<file path="config.mk">
export PLATFORM = sky130hd
export DESIGN_NAME = mcu_ldst_responder
export DESIGN_NICKNAME = d
export VERILOG_FILES = /design/src/rtl/mcu_ldst_responder.sv
export SDC_FILE = /design/constraint.sdc
export NUM_CORES = 1
export LEC_CHECK = 0
export BUFFER_PORTS_ARGS = -buffer_cell sky130_fd_sc_hd__buf_2
export CORE_AREA = 2 2 163 117
export DETAILED_ROUTE_END_ITERATION = 10
export DIE_AREA = 0 0 165 119
export PLACE_DENSITY = 0.87
export SLEW_MARGIN = 25
export SYNTH_ARGS = -nofsm -noshare
export SYNTH_HDL_FRONTEND = slang
export SYNTH_SLANG_ARGS = --single-unit
</file>
<file path="constraint.sdc">
create_clock -name clk -period 2.97 [get_ports clk]
set_input_delay 0.297 -clock clk [delete_from_list [all_inputs] [get_ports clk]]
set_output_delay 0.297 -clock clk [all_outputs]
set_load 0.005 [all_outputs]
</file>
<file path="src/rtl/mcu_ldst_responder.sv">
// M_CU load/store front-end: accepts one vector memory descriptor, walks its
// element addresses one request at a time and counts returned load beats.
module mcu_ldst_responder #(
  parameter int VL_W   = 8,
  parameter int ADDR_W = 32
) (
  input  logic              clk,
  input  logic              rstn,
  input  logic [VL_W-1:0]   vl_i,
  input  logic              mcu_ld_vld_i,
  output logic              mcu_ld_rdy_o,
  output logic              mcu_ld_buffered_o,
  input  logic              mcu_st_vld_i,
  output logic              mcu_st_rdy_o,
  input  logic [ADDR_W-1:0] mcu_base_addr_i,
  input  logic [ADDR_W-1:0] mcu_stride_i,
  input  logic [2:0]        mcu_data_width_i,
  input  logic              mcu_unit_ld_st_i,
  input  logic              mcu_strided_ld_st_i,
  input  logic              mcu_idx_ld_st_i,
  input  logic [ADDR_W-1:0] idx_offset_i,
  input  logic              idx_offset_vld_i,
  output logic              idx_offset_rdy_o,
  output logic              mem_req_vld_o,
  input  logic              mem_req_rdy_i,
  output logic [ADDR_W-1:0] mem_req_addr_o,
  output logic              mem_req_we_o,
  output logic [1:0]        mem_req_size_o,
  input  logic              mem_rsp_vld_i
);

  typedef enum logic [1:0] {
    IDLE     = 2'd0,
    LD_ISSUE = 2'd1,
    LD_WAIT  = 2'd2,
    ST_ISSUE = 2'd3
  } state_t;

  localparam logic [VL_W-1:0] VL_ZERO = {VL_W{1'b0}};
  localparam logic [VL_W-1:0] VL_ONE  = {{(VL_W-1){1'b0}}, 1'b1};

  state_t            r_state;
  logic [VL_W-1:0]   r_vl;
  logic [VL_W-1:0]   r_iss_cnt;
  logic [VL_W-1:0]   r_rsp_cnt;
  logic              r_idx;
  logic [1:0]        r_size;
  logic [ADDR_W-1:0] r_base;
  logic [ADDR_W-1:0] r_acc;
  logic [ADDR_W-1:0] r_inc;
  logic              r_buffered;

  logic              w_idle;
  logic              w_issuing;
  logic              w_ld_acc;
  logic              w_st_acc;
  logic              w_hs;
  logic              w_last_iss;
  logic              w_count_rsp;
  logic              w_rsp_done;
  logic [VL_W-1:0]   w_rsp_next;
  logic [1:0]        w_size_dec;
  logic [ADDR_W-1:0] w_ebytes;

  assign w_idle       = (r_state == IDLE);
  assign mcu_ld_rdy_o = w_idle;
  assign mcu_st_rdy_o = w_idle && !mcu_ld_vld_i;
  assign w_ld_acc     = w_idle && mcu_ld_vld_i;
  assign w_st_acc     = mcu_st_rdy_o && mcu_st_vld_i;

  // A zero-length op sits in its issue state for one cycle without requesting.
  assign w_issuing        = ((r_state == LD_ISSUE) || (r_state == ST_ISSUE)) && (r_vl != VL_ZERO);
  assign mem_req_vld_o    = w_issuing && (!r_idx || idx_offset_vld_i);
  assign w_hs             = mem_req_vld_o && mem_req_rdy_i;
  assign idx_offset_rdy_o = w_hs && r_idx;
  assign mem_req_addr_o   = r_idx ? (r_base + idx_offset_i) : r_acc;
  assign mem_req_we_o     = (r_state == ST_ISSUE);
  assign mem_req_size_o   = r_size;
  assign w_last_iss       = (r_iss_cnt == (r_vl - VL_ONE));

  assign w_count_rsp = mem_rsp_vld_i && ((r_state == LD_ISSUE) || (r_state == LD_WAIT));
  assign w_rsp_next  = w_count_rsp ? (r_rsp_cnt + VL_ONE) : r_rsp_cnt;
  assign w_rsp_done  = (r_state == LD_WAIT) && (w_rsp_next >= r_vl);

  assign mcu_ld_buffered_o = r_buffered && !w_ld_acc;

  // Decode the RVV width field into request size and per-element byte step.
  always_comb begin
    w_size_dec = 2'd2;
    w_ebytes   = ADDR_W'(3'd4);
    case (mcu_data_width_i)
      3'b000: begin
        w_size_dec = 2'd0;
        w_ebytes   = ADDR_W'(3'd1);
      end
      3'b101: begin
        w_size_dec = 2'd1;
        w_ebytes   = ADDR_W'(3'd2);
      end
      default: begin
        w_size_dec = 2'd2;
        w_ebytes   = ADDR_W'(3'd4);
      end
    endcase
  end

  // Descriptor capture, element walk and response counting.
  always_ff @(posedge clk or negedge rstn) begin
    if (!rstn) begin
      r_state    <= IDLE;
      r_vl       <= VL_ZERO;
      r_iss_cnt  <= VL_ZERO;
      r_rsp_cnt  <= VL_ZERO;
      r_idx      <= 1'b0;
      r_size     <= 2'd0;
      r_base     <= {ADDR_W{1'b0}};
      r_acc      <= {ADDR_W{1'b0}};
      r_inc      <= {ADDR_W{1'b0}};
      r_buffered <= 1'b0;
    end else begin
      case (r_state)
        IDLE: begin
          if (w_ld_acc || w_st_acc) begin
            r_vl      <= vl_i;
            r_idx     <= mcu_idx_ld_st_i;
            r_size    <= w_size_dec;
            r_base    <= mcu_base_addr_i;
            r_acc     <= mcu_base_addr_i;
            // Strided wins over unit; indexed ignores the accumulator entirely.
            r_inc     <= (!mcu_idx_ld_st_i && mcu_strided_ld_st_i) ? mcu_stride_i : w_ebytes;
            r_iss_cnt <= VL_ZERO;
            r_rsp_cnt <= VL_ZERO;
            if (w_ld_acc) begin
              r_buffered <= 1'b0;
              r_state    <= (vl_i == VL_ZERO) ? LD_WAIT : LD_ISSUE;
            end else begin
              r_state <= ST_ISSUE;
            end
          end
        end
        LD_ISSUE: begin
          r_rsp_cnt <= w_rsp_next;
          if (w_hs) begin
            r_iss_cnt <= r_iss_cnt + VL_ONE;
            r_acc     <= r_acc + r_inc;
            if (w_last_iss) begin
              r_state <= LD_WAIT;
            end
          end
        end
        LD_WAIT: begin
          r_rsp_cnt <= w_rsp_next;
          if (w_rsp_done) begin
            r_buffered <= 1'b1;
            r_state    <= IDLE;
          end
        end
        ST_ISSUE: begin
          if (r_vl == VL_ZERO) begin
            r_state <= IDLE;
          end else if (w_hs) begin
            r_iss_cnt <= r_iss_cnt + VL_ONE;
            r_acc     <= r_acc + r_inc;
            if (w_last_iss) begin
              r_state <= IDLE;
            end
          end
        end
        default: r_state <= IDLE;
      endcase
    end
  end

endmodule

</file>
; Word level (Yosys, flattened, before mapping)
; Index checks and enable logic that the tools add are counted.
[totals]
reg_bits = 126
[classes]
add_sub_neg = 5
eq_ne = 13
n_lt_le_gt_ge = 1
n_mux = 28
reduce_logical = 33
[ops]
columns = cell, count
row1 = two-way mux 32 bit, 5
row2 = one-hot mux 32 bit (3 select lines), 1
row3 = adder 32 bit, 2
row4 = two-way mux 8 bit, 4
row5 = one-hot mux 8 bit (3 select lines), 1
row6 = two-way mux 2 bit, 9
row7 = "adder 8 x 1 -> 8 bit, second input constant", 2
row8 = logical NOT 8 bit, 2
row9 = one-hot mux 8 bit (2 select lines), 1
row10 = logical AND 1 bit, 11
row11 = equality test 8 bit, 1
row12 = greater-or-equal comparator 8 bit, 1
row13 = "inequality test 2 bit, second input constant", 4
row14 = one-hot mux 2 bit (4 select lines), 1
row15 = nonzero test 8 bit, 1
row16 = "subtractor 8 x 1 -> 8 bit, second input constant", 1
row17 = "inequality test 3 x 1 -> 1 bit, second input constant", 2
row18 = one-hot mux 3 bit (2 select lines), 1
row19 = AND reduction 6 bit, 1
row20 = "equality test 2 bit, second input constant", 2
row21 = logical NOT 1 bit, 4
row22 = logical OR 1 bit, 4
row23 = "inequality test 2 x 1 -> 1 bit, second input constant", 2
row24 = one-hot mux 2 bit (2 select lines), 1
row25 = other kinds (12), 16

; Logic depth before layout (Yosys ltp)
; Gate-level depths: netlist of run 1.
[logic_depth]
word_depth = 8
ltp_mapped = 15
mapped_depth_nobuf = 15

; Worst setup path after synthesis of run 1
; Ideal clock, no wire load.
[synth_timing]
kind = reg2reg
start = register r_state[0]
end = register r_state[0]
path_stages_with_launch = 15
path_slack_ns = -0.047
period_less_slack_ns = 3.017
t_arrival_ns = 2.938
t_required_ns = 2.891
n_path_buf = 0
setup_time_ns = 0.079
cell_sequence = dfrtp_1 -> inv_1 -> ha_1 -> nand2_1 -> mux2_2 -> ha_1 -> a21o_1 -> a21o_1 -> a21o_1 -> a21o_1 -> a21o_1 -> a21o_1 -> a21oi_1 -> or3_1 -> mux2i_1
[synth_between]
elab_chain_cells = 8
elab_cells_between_ends = 27
cone_classes = order compare (1) / eq/ne (9) / mux (4) / reduce/logical (13)
[synth_lines]
columns = item, line_no
row1 = from (decl), 42  ; state_t r_state;
row2 = from (signal assigned), 135  ; r_state <= (vl_i == VL_ZERO) ? LD_WAIT : LD_ISSUE;
row3 = equality test 2 x 1 -> 1 bit / equality test 2 bit (equally long branches), -
row4 = logical OR 1 bit, 81  ; assign w_count_rsp = mem_rsp_vld_i && ((r_state == LD_ISSUE) || (r_state == LD_WAIT));
row5 = logical AND 1 bit, 81
row6 = two-way mux 8 bit, 82  ; assign w_rsp_next = w_count_rsp ? (r_rsp_cnt + VL_ONE) : r_rsp_cnt;
row7 = greater-or-equal comparator 8 bit, 83  ; assign w_rsp_done = (r_state == LD_WAIT) && (w_rsp_next >= r_vl);
row8 = logical AND 1 bit, 83
row9 = inequality test 2 bit (no source line), -
row10 = AND reduction 6 bit (no source line), -
; Parallel ways exist; a longest one is shown, timed or not. The select of a mux whose other input is x is not followed.
; A chain may end at the register's enable or synchronous reset.

; Final worst setup path of run 1
[layout_timing]
start = register r_base[0]
end = output port mem_req_addr_o[28]
[layout_between]
elab_chain_cells = 2
[layout_lines]
columns = item, line_no
row1 = from (decl), 48  ; logic [ADDR_W-1:0] r_base;
row2 = from (signal assigned), 116  ; r_base <= {ADDR_W{1'b0}};
row3 = from (signal assigned), 127  ; r_base <= mcu_base_addr_i;
row4 = adder 32 bit, 76  ; assign mem_req_addr_o = r_idx ? (r_base + idx_offset_i) : r_acc;
row5 = two-way mux 32 bit, 76
row6 = to (decl), 26  ; output logic [ADDR_W-1:0] mem_req_addr_o,
; Every way passes these cells.

==> reports/qor.csv, run 1 <==
stage,metric,value,unit
placed_design,placed cells,1478,
yosys,sequential area share after synthesis,34.2,%
sta,clock skew,0.0105,ns
clocking,clk_lat worst skew,0.43,ns
detailed_routing,met2 WL,13.0,mm
power,Max VDD drop,0.651,mV
floorplanning,Row Count,42,
status,failing checks,setup timing,
setup_path,CP startpoint kind,register,
global_routing,first-pass GRT wire length,43.7,mm
floorplanning,Core ar.,0.0183,mm2
power,Int Pwr,9.20,mW
finish,Final nets,1474,
sta,max-slew violations,0,
hold_path,Hold WC Path Type,input pin to register,
floorplanning,Die Area,0.0196,mm2
yosys,synth top area cells,"dfrtp_1, ha_1, mux2_2",
yosys,synth unique cells,69,
sta,Slew Limit Headroom,49.5,%
yosys,Synth async-reset ratio,100,%
detailed_routing,vias per cell,5.88,
detailed_routing,WL/cell,18.6,um
yosys,Post-synth EDFFs,0,
clocking,H-tree depth,4,
clocking,Clock Path Buffers,2,
detailed_routing,met3 WL,2.25,mm
global_routing,largest net degree at the start of global routing,59,
sta,Peak Freq,270,MHz
yosys,synth warn,0,
clocking,cts bufs inserted,17,
power,clock power share,13.3,%
job,max cap viols,0,
global_routing,All-Layer GR Usage,28.4,%
detailed_routing,Antenna Violating Nets Remaining,0,
sta,Finish-stage setup viols,25,
yosys,"Cell Area, Synth",0.00921,mm2
yosys,ys flop type,dfrtp_1,
floorplanning,starting density of the core,50.2,%
placed_design,DP HPWL,19.6,mm
power,P_leak,5.90,nW
placed_design,port bufs,155,
yosys,Post-Syn Nets,1237,
floorplanning,die width,165,um
sta,Period minus WS final,3.71,ns
detailed_routing,top layer in use,met4,
finish,fin area,0.0122,mm2
placed_design,routability cong.,0.919,
setup_path,CP required,2.67,ns
detailed_routing,routed vias,9010,
clocking,Clock Root Buffer,clkbuf_16,
sta,RSZ-0062 raised after global routing,true,
power,Logic pwr share,67.6,%
yosys,average cell area after synthesis,8.85,um2
sta,Fin Hold WS,0.105,ns
yosys,most common cell in the synthesized netlist,nand2_1,
yosys,synthesized netlist cell count,1040,
detailed_routing,DRC,0,
global_routing,grt total ovfl,0,
setup_path,crit path DAT,3.41,ns
setup_path,CP Max Fanout,3,
clocking,"Reg clk slew, reported paths",0.06,ns
yosys,post-synth top area cell,dfrtp_1,
placed_design,Placed Area,0.0108,mm2
status,outcome,"complete, but fails checks",
finish,synth-to-layout area growth,32.7,%
global_routing,vias in the first global route,8719,
global_routing,initial antenna violation count,1,
sta,Final Hold Viols,0,
finish,Util after Layout,66.6,%
detailed_routing,WL met1,12.5,mm
yosys,Synth top area share,34.2,%
sta,Final WS setup,-0.739,ns
detailed_routing,final wirelength,28.5,mm
power,Power Dens Cells,1350,mW/mm2
power,Switching Power,7.26,mW
floorplanning,I/O pins,157,
setup_path,Setup crit end kind,primary output,
sta,crit share post-route,125,%
floorplanning,chip height,119,um
clocking,CTS sink count,126,
yosys,Synth top cells by count,"nand2_1, dfrtp_1, nor2_1",
sta,Slew @ Worst Pin,0.757,ns
finish,share of layout cells above drive strength 1,34.2,%
setup_path,critical setup path kind,register to primary output,
finish,Post-Layout Cell Count,1533,
power,Reg power frac,19.2,%
clocking,CTS tree,built,
yosys,Seq cells post-synth,126,
detailed_routing,initial DRC count,862,
power,Switching Share,44.1,%
detailed_routing,DR pass1 iterations,7,
## final timing paths
| kind | start | to | slack, ns | cells past startpoint |
|---|---|---|---|---|
| max reg2reg | r_state[1] | r_state[1] | -0.12 | 14 |
| max | r_base[0] | mem_req_addr_o[28] | -0.74 | 14 |
| min | mcu_stride_i[17] | r_inc[17] | 0.11 | 3 |
| min reg2reg | mem_req_size_o[1] | mem_req_size_o[1] | 0.49 | 2 |
| min in group asynchronous | rstn | r_base[30] | 0.48 | 2 |
| max in group asynchronous | rstn | r_inc[4] | 1.71 | 3 |
## state kept, by name, summed over array words and instances, names as in the netlist
signal,flops
r_inc,32
r_state,2
r_iss_cnt,8
r_vl,8
r_buffered,1
r_idx,1
r_acc,32
mem_req_size_o,2
r_rsp_cnt,8
r_base,32
## power by group through the flow
stage / logic [mW] / registers (mW) / clock network [mW]
2_1_floorplan: 6.48 / 2.88 / 0
3_3_place_gp: 9.00 / 3.05 / 0
3_5_place_dp: 9.31 / 3.09 / 0
4_1_cts: 10.2 / 3.08 / 2.19
5_1_grt: 12.0 / 3.23 / 2.28
6_report: 11.1 / 3.15 / 2.19
## placed cells by master, fill, tap and decap left out, types with 9 or more instances in the layout
master | synthesis | final
a21oi_2 | 2 | 11
ha_1 | 78 | 64
mux2_4 | 1 | 11
a21oi_1 | 83 | 71
and2_1 | 9 | 9
a31oi_1 | 11 | 9
a21o_1 | 38 | 38
dfrtp_1 | 126 | 126
and3_1 | 9 | 9
buf_4 | 0 | 86
nand4_1 | 9 | 9
nand2b_1 | 13 | 11
nand2_1 | 140 | 137
nor3_1 | 13 | 12
inv_1 | 27 | 24
buf_6 | 0 | 19
nor2_1 | 86 | 83
mux2_2 | 63 | 53
xor2_1 | 29 | 28
xnor2_1 | 40 | 35
nand3_1 | 21 | 21
o21ai_0 | 72 | 71
buf_2 | 0 | 144
clkbuf_16 | 0 | 17
## cell type report
| cell class | count | area [um2] |
|---|---|---|
| flip-flops and latches | 126 | 3150 |
| diodes | 1 | 2.50 |
| multi-input cells | 850 | 6370 |
| well taps | 242 | 303 |
| inverters | 28 | 105 |
| fillers | 1376 | 6120 |
| clock inverters | 15 | 184 |
| repair buffers | 254 | 1680 |
| clock buffers | 17 | 425 |
## layer usage
layer | up-vias | GRT usage, %
li1 | 4211 | -
met1 | 4315 | 39.5
met2 | 410 | 43.3
met3 | 74 | 6.17
met4 | 0 | 10.8
met5 | - | 0
## timing repair
item	in CTS	in global routing
buffers inserted	12	12
hold buffers	1	0
pin swaps	35	51
gates resized for setup	71	47
setup endpoints to repair	28	40
endpoints found under the hold margin	54	0
## through the flow
stage          power [mW]  setup slack, ns  setup TNS (ns)
6_report             16.5           -0.739          -11.70
5_1_grt              17.5           -0.876          -14.25
3_5_place_dp         12.4           -0.691           -6.04
2_1_floorplan        9.36           0.0168               0
3_3_place_gp         12.1           -0.633           -4.75
4_1_cts              15.5           -0.789          -11.49
## logic make-up (layout without fill, tap and decap cells)
logic type	count (synthesis)	after routing	synth area share, %
AOI/OAI and AO/OA	292	292	20.4
xor gates and xnor gates	69	69	6.56
adders and majority gates	80	80	11.0
buffers and inverters	64	314	2.61
DFF	126	126	34.2
muxes	69	69	8.41
other	0	1	0
and+or+nand+nor	340	340	16.8
## worst max-delay path: stages, from the launching register on
cell and delay [ns]:
dfrtp_1 0.39, ha_2 0.19, inv_2 0.06, fa_2 0.21, nor2b_2 0.05, o31a_1 0.28, o311ai_4 0.35, a211oi_2 0.16
nor2_2 0.20, a31oi_4 0.14, a21o_1 0.24, a211oi_2 0.26, nor4_1 0.07, a311o_1 0.27, buf_2 0.12
Power figures use the tool's default switching activity.
==> inputs of run 2 (changes only) <==
Settings changed: CORE_AREA 2 2 163 117 to 2 2 154 111, DIE_AREA 0 0 165 119 to 0 0 156 113, PLACE_DENSITY 0.87 to 0.92.
Clock period 2.97 ns to 4.21 ns, I/O delays scaled along.
==> reports/qor.csv, run 2 (synthesis results as in run 1) <==
stage,metric,value,unit
status,outcome,"finished, final reports clean",
power,Max VDD drop,0.477,mV
power,Reg power frac,21.9,%
global_routing,largest net degree at the start of global routing,116,
sta,Final WS setup,0.150,ns
clocking,Clock Root Buffer,clkbuf_16,
placed_design,DP HPWL,18.5,mm
finish,fin area,0.0109,mm2
floorplanning,die width,156,um
sta,clock skew,0.00788,ns
finish,most frequent cells in the layout,"buf_2, nand2_1, dfrtp_1",
setup_path,worst path cell trace,ha_1 -> inv_1 -> fa_1 -> nor2b_2 -> o31a_1 -> o311ai_4 -> a211oi_2 -> nor2_2 -> a31oi_2 -> buf_4 -> a21o_1 -> a211oi_2 -> nor4_1 -> a311o_1 -> buf_2,
floorplanning,chip height,113,um
floorplanning,Core ar.,0.0161,mm2
finish,synth-to-layout area growth,18.6,%
hold_path,Hold WC Path Type,input pin to asynchronous set/reset pin,
floorplanning,Die Area,0.0176,mm2
detailed_routing,final wirelength,25.9,mm
clocking,clk_lat worst skew,0.42,ns
clocking,CTS sink count,126,
setup_path,Setup crit end kind,primary output,
finish,Util after Layout,68.0,%
job,max cap viols,0,
clocking,cts bufs inserted,17,
power,P_leak,5.33,nW
power,clock power share,15.5,%
clocking,cts hold-fix bufs,0,
clocking,CTS tree,built,
global_routing,vias in the first global route,8465,
global_routing,initial antenna violation count,0,
global_routing,grt total ovfl,0,
power,Switching Power,4.54,mW
sta,Peak Freq,246,MHz
setup_path,CP startpoint kind,register,
setup_path,Crit path top cell by count,a211oi_2,
global_routing,All-Layer GR Usage,29.8,%
placed_design,routability cong.,0.923,
detailed_routing,initial DRC count,877,
power,Power Dens Cells,921,mW/mm2
clocking,"Reg clk slew, reported paths",0.06,ns
sta,crit share post-route,96.4,%
sta,Slew Limit Headroom,46.7,%
sta,Final Hold Viols,0,
setup_path,slowest CP cell,dfrtp_1,
detailed_routing,vias per cell,6.18,
detailed_routing,DRC,0,
clocking,Clock Path Buffers,2,
finish,share of layout cells above drive strength 1,24.2,%
setup_path,crit path DAT,3.64,ns
floorplanning,Row Count,39,
sta,Finish-stage setup viols,0,
setup_path,critical setup path kind,register to primary output,
detailed_routing,DR pass1 iterations,5,
power,Int Pwr,5.52,mW
setup_path,CP required,3.79,ns
placed_design,DP Worst Slack,0.232,ns
clocking,H-tree depth,4,
detailed_routing,Antenna Violating Nets Remaining,0,
setup_path,CP Max Fanout,4,
finish,"most common cell after layout, fill and taps aside",buf_2,
global_routing,first-pass GRT wire length,41.5,mm
finish,# diodes,0,
floorplanning,starting density of the core,57.4,%
sta,Setup TNS,0,ns
finish,Final nets,1391,
sta,Fin Hold WS,0.0661,ns
power,Switching Share,45.1,%
placed_design,port bufs,155,
detailed_routing,WL/cell,18.4,um
sta,Period minus WS final,4.06,ns
power,Logic pwr share,62.6,%
sta,Slew @ Worst Pin,0.795,ns
placed_design,Placed Area,0.0102,mm2
setup_path,CP max stage delay,0.38,ns
detailed_routing,routed vias,8733,
finish,biggest regs,"r_acc (32), r_base (32), r_inc (32)",
sta,max-slew violations,0,
floorplanning,I/O pins,157,
run 2: changes by cell type in the layout (fill, tap and decap cells not counted), sizes merged:
cell / delta
clkinvlp: +3
clkbuf: +1
dlygate4sd3: -1
bufinv: +1
inv: -4
buf: -82
clkinv: -1
diode: -1
run 2: repair_timing:
item,in CTS,in global routing
pin swaps,0,4
setup buffers,0,4
gates resized for setup,1,6
setup endpoints to repair,1,4
run 2: final cells by class:
cell class,count,area (um2)
Multi-Input combinational cell,850,5860
Fill cell,1196,5130
Sequential cell,126,3150
Timing Repair Buffer,171,923
Clock buffer,18,429
Tap cell,205,256
Clock inverter,14,193
Inverter,28,105
run 2: worst max-delay path, delay by kind of cell (launching register included):
kind	cells	cell delay, ns
adders and majority gates	2	0.42
and+or+nand+nor	3	0.32
AOI/OAI and AO/OA	7	1.70
buffers and inverters	3	0.38
DFF	1	0.38
run 2: final timing paths:
kind                              startpoint            endpoint  slack [ns]  depth (start not counted)
max                                r_base[0]  mem_req_addr_o[28]        0.15                         15
min                                     rstn          r_base[30]        0.07                          1
max reg2reg                       r_state[0]            r_acc[6]        0.46                          8
min reg2reg                mem_req_size_o[0]   mem_req_size_o[0]        0.47                          2
max in group asynchronous               rstn            r_inc[3]        3.32                          2
min in group clk             mcu_stride_i[5]            r_inc[5]        0.24                          3
run 2: stage by stage:
stage	total power, mW	std cells
final	10.1	1412
after global routing	10.8	1412
after CTS	9.91	1408
after detailed placement	8.23	1376
after global placement	7.94	1376
after floorplan	6.58	1040
run 2: routing by layer:
| layer | GRT usage (%) | routed length, um | vias up |
|---|---|---|---|
| met3 | 4.56 | 1930 | 67 |
| li1 | - | - | 4043 |
| met5 | 0 | 0 | - |
| met2 | 48.9 | 11900 | 463 |
| met1 | 40.4 | 11300 | 4160 |
| met4 | 10.8 | 740 | 0 |
run 2: power groups by stage:
| stage | Combinational, mW | Clock [mW] | Sequential (mW) |
|---|---|---|---|
| global placement | 5.78 | 0 | 2.16 |
| CTS | 6.16 | 1.56 | 2.18 |
| floorplan | 4.55 | 0 | 2.03 |
| finish | 6.29 | 1.56 | 2.21 |
| detailed placement | 6.03 | 0 | 2.19 |
| global route | 6.95 | 1.62 | 2.25 |
==> inputs of run 3 (changes only) <==
Settings changed: CORE_AREA 2 2 154 111 to 2 2 130 132, DIE_AREA 0 0 156 113 to 0 0 132 134, PLACE_DENSITY 0.92 to 0.91.
==> reports/qor.csv, run 3 (synthesis results as in run 1) <==
stage,metric,value,unit
status,outcome,"finished, final reports clean",
hold_path,Hold Crit Start,mcu_stride_i[25],
setup_path,CP max stage delay,0.41,ns
clocking,"Reg clk slew, reported paths",0.06,ns
finish,synth-to-layout area growth,18.8,%
global_routing,largest net degree at the start of global routing,116,
detailed_routing,initial DRC count,661,
setup_path,FF-to-FF End,r_state[0],
floorplanning,Row Count,47,
placed_design,DP HPWL,17.9,mm
sta,Finish-stage setup viols,0,
global_routing,first-pass GRT wire length,40.8,mm
job,max cap viols,0,
setup_path,worst path cell trace,ha_1 -> inv_1 -> fa_1 -> nor2b_2 -> o31a_1 -> o311ai_4 -> a211oi_2 -> nor2_1 -> a31oi_2 -> a21o_1 -> a21o_1 -> nand2_1 -> o311ai_1 -> buf_2,
setup_path,critical setup path kind,register to primary output,
clocking,H-tree depth,4,
placed_design,Placed Area,0.0102,mm2
setup_path,Crit path top cell by count,a21o_1,
floorplanning,Core ar.,0.0163,mm2
finish,biggest regs,"r_acc (32), r_base (32), r_inc (32)",
sta,Period minus WS final,4.08,ns
clocking,cts bufs inserted,17,
clocking,Clock Path Buffers,2,
setup_path,CP startpoint kind,register,
sta,Final Hold Viols,0,
setup_path,Setup crit end kind,primary output,
power,Max VDD drop,0.413,mV
global_routing,All-Layer GR Usage,28.8,%
hold_path,Worst Hold Depth,3,
sta,crit share post-route,96.9,%
detailed_routing,DR pass1 iterations,5,
global_routing,vias in the first global route,8434,
detailed_routing,vias per cell,5.98,
hold_path,Hold WC Path Type,input pin to register,
placed_design,routability cong.,0.960,
detailed_routing,final wirelength,25.3,mm
sta,Slew Limit Headroom,53.2,%
setup_path,reg2reg start,r_state[0],
setup_path,CP required,3.79,ns
placed_design,port bufs,155,
setup_path,slowest CP cell,fa_1,
setup_path,crit path DAT,3.66,ns
clocking,CTS sink count,126,
setup_path,R2R Setup Slk,0.78,ns
clocking,clk_lat worst skew,0.43,ns
finish,Final nets,1391,
hold_path,Hold Path End,r_inc[25],
floorplanning,die width,132,um
finish,Util after Layout,67.2,%
floorplanning,Die Area,0.0177,mm2
setup_path,CP Buf/Inv Count,2,
floorplanning,chip height,134,um
floorplanning,I/O pins,157,
sta,max-slew violations,0,
global_routing,grt total ovfl,0,
power,PnR Total Power,10.0,mW
clocking,CTS tree,built,
finish,share of layout cells above drive strength 1,23.9,%
detailed_routing,WL/cell,17.7,um
clocking,Clock Root Buffer,clkbuf_16,
finish,"most common cell after layout, fill and taps aside",buf_2,
detailed_routing,DRC,0,
global_routing,initial antenna violation count,2,
sta,Peak Freq,245,MHz
setup_path,CP Max Fanout,4,
setup_path,r2r worst-path depth,14,
sta,clock skew,0.00899,ns
sta,Fin Hold WS,0.227,ns
detailed_routing,Antenna Violating Nets Remaining,0,
setup_path,CP top delay family,compound AO/OA/AOI/OAI gates,
detailed_routing,routed vias,8533,
finish,fin area,0.0109,mm2
power,Power Dens Cells,914,mW/mm2
finish,most frequent cells in the layout,"buf_2, nand2_1, dfrtp_1",
sta,Slew @ Worst Pin,0.700,ns
floorplanning,starting density of the core,56.5,%
power,P_leak,5.34,nW
-- run 3: layout make-up --
cell class | instances | area (um2)
antenna | 1 | 2.50
multi-input combinational | 850 | 5870
inverter | 28 | 105
fill | 1204 | 5350
sequential | 126 | 3150
clock inverter | 10 | 163
tap | 220 | 275
timing repair buffer | 171 | 913
clock buffer | 21 | 460
-- run 3: stage by stage --
step                TNS [ns]  std cells  setup slack (ns)
floorplan                  0       1040              1.04
global placement           0       1390             0.288
detailed placement         0       1390             0.150
CTS                        0       1422            0.0268
global route          -0.114       1426           -0.0537
finish                     0       1427             0.129
-- run 3: worst max-delay path by stage --
stage	start	to	slack, ns	cells after the start
floorplan	idx_offset_i[0]	mem_req_addr_o[30]	1.04	13
global placement	idx_offset_i[0]	mem_req_addr_o[30]	0.29	15
detailed placement	idx_offset_i[0]	mem_req_addr_o[30]	0.15	15
CTS	r_base[4]	mem_req_addr_o[31]	0.03	12
global route	r_base[0]	mem_req_addr_o[30]	-0.05	14
finish	r_base[0]	mem_req_addr_o[30]	0.13	14
-- run 3: worst min-delay path, cell delays in order --
cell and delay [ns]:
buf_2 0.09, nand2_1 0.04, o21ai_0 0.06
-- run 3: per-layer routing --
metal | global-route usage, % | part of all wire [%] | routed length (um) | vias up
li1 | - | - | - | 4062
met3 | 4.88 | 7.5 | 1900 | 85
met5 | 0 | 0.051 | 13 | -
met1 | 35.8 | 40 | 10200 | 3995
met2 | 48.1 | 48 | 12100 | 389
met4 | 15.8 | 4.1 | 1050 | 2
-- run 3: timing repair --
action,in CTS,in global routing
hold endpoints to repair,32,0
gates cloned,0,0
hold buffers,1,0
buffers inserted,0,4
setup endpoints to repair,2,3
gates resized for setup,2,5
pin swaps,0,4
-- run 3: power by group --
group	leakage (nW)	switching [mW]	internal [mW]
Sequential	1.55	0.430	1.76
Clock	0.299	0.551	1.02
Combinational	3.49	3.49	2.76
Total	5.34	4.47	5.53
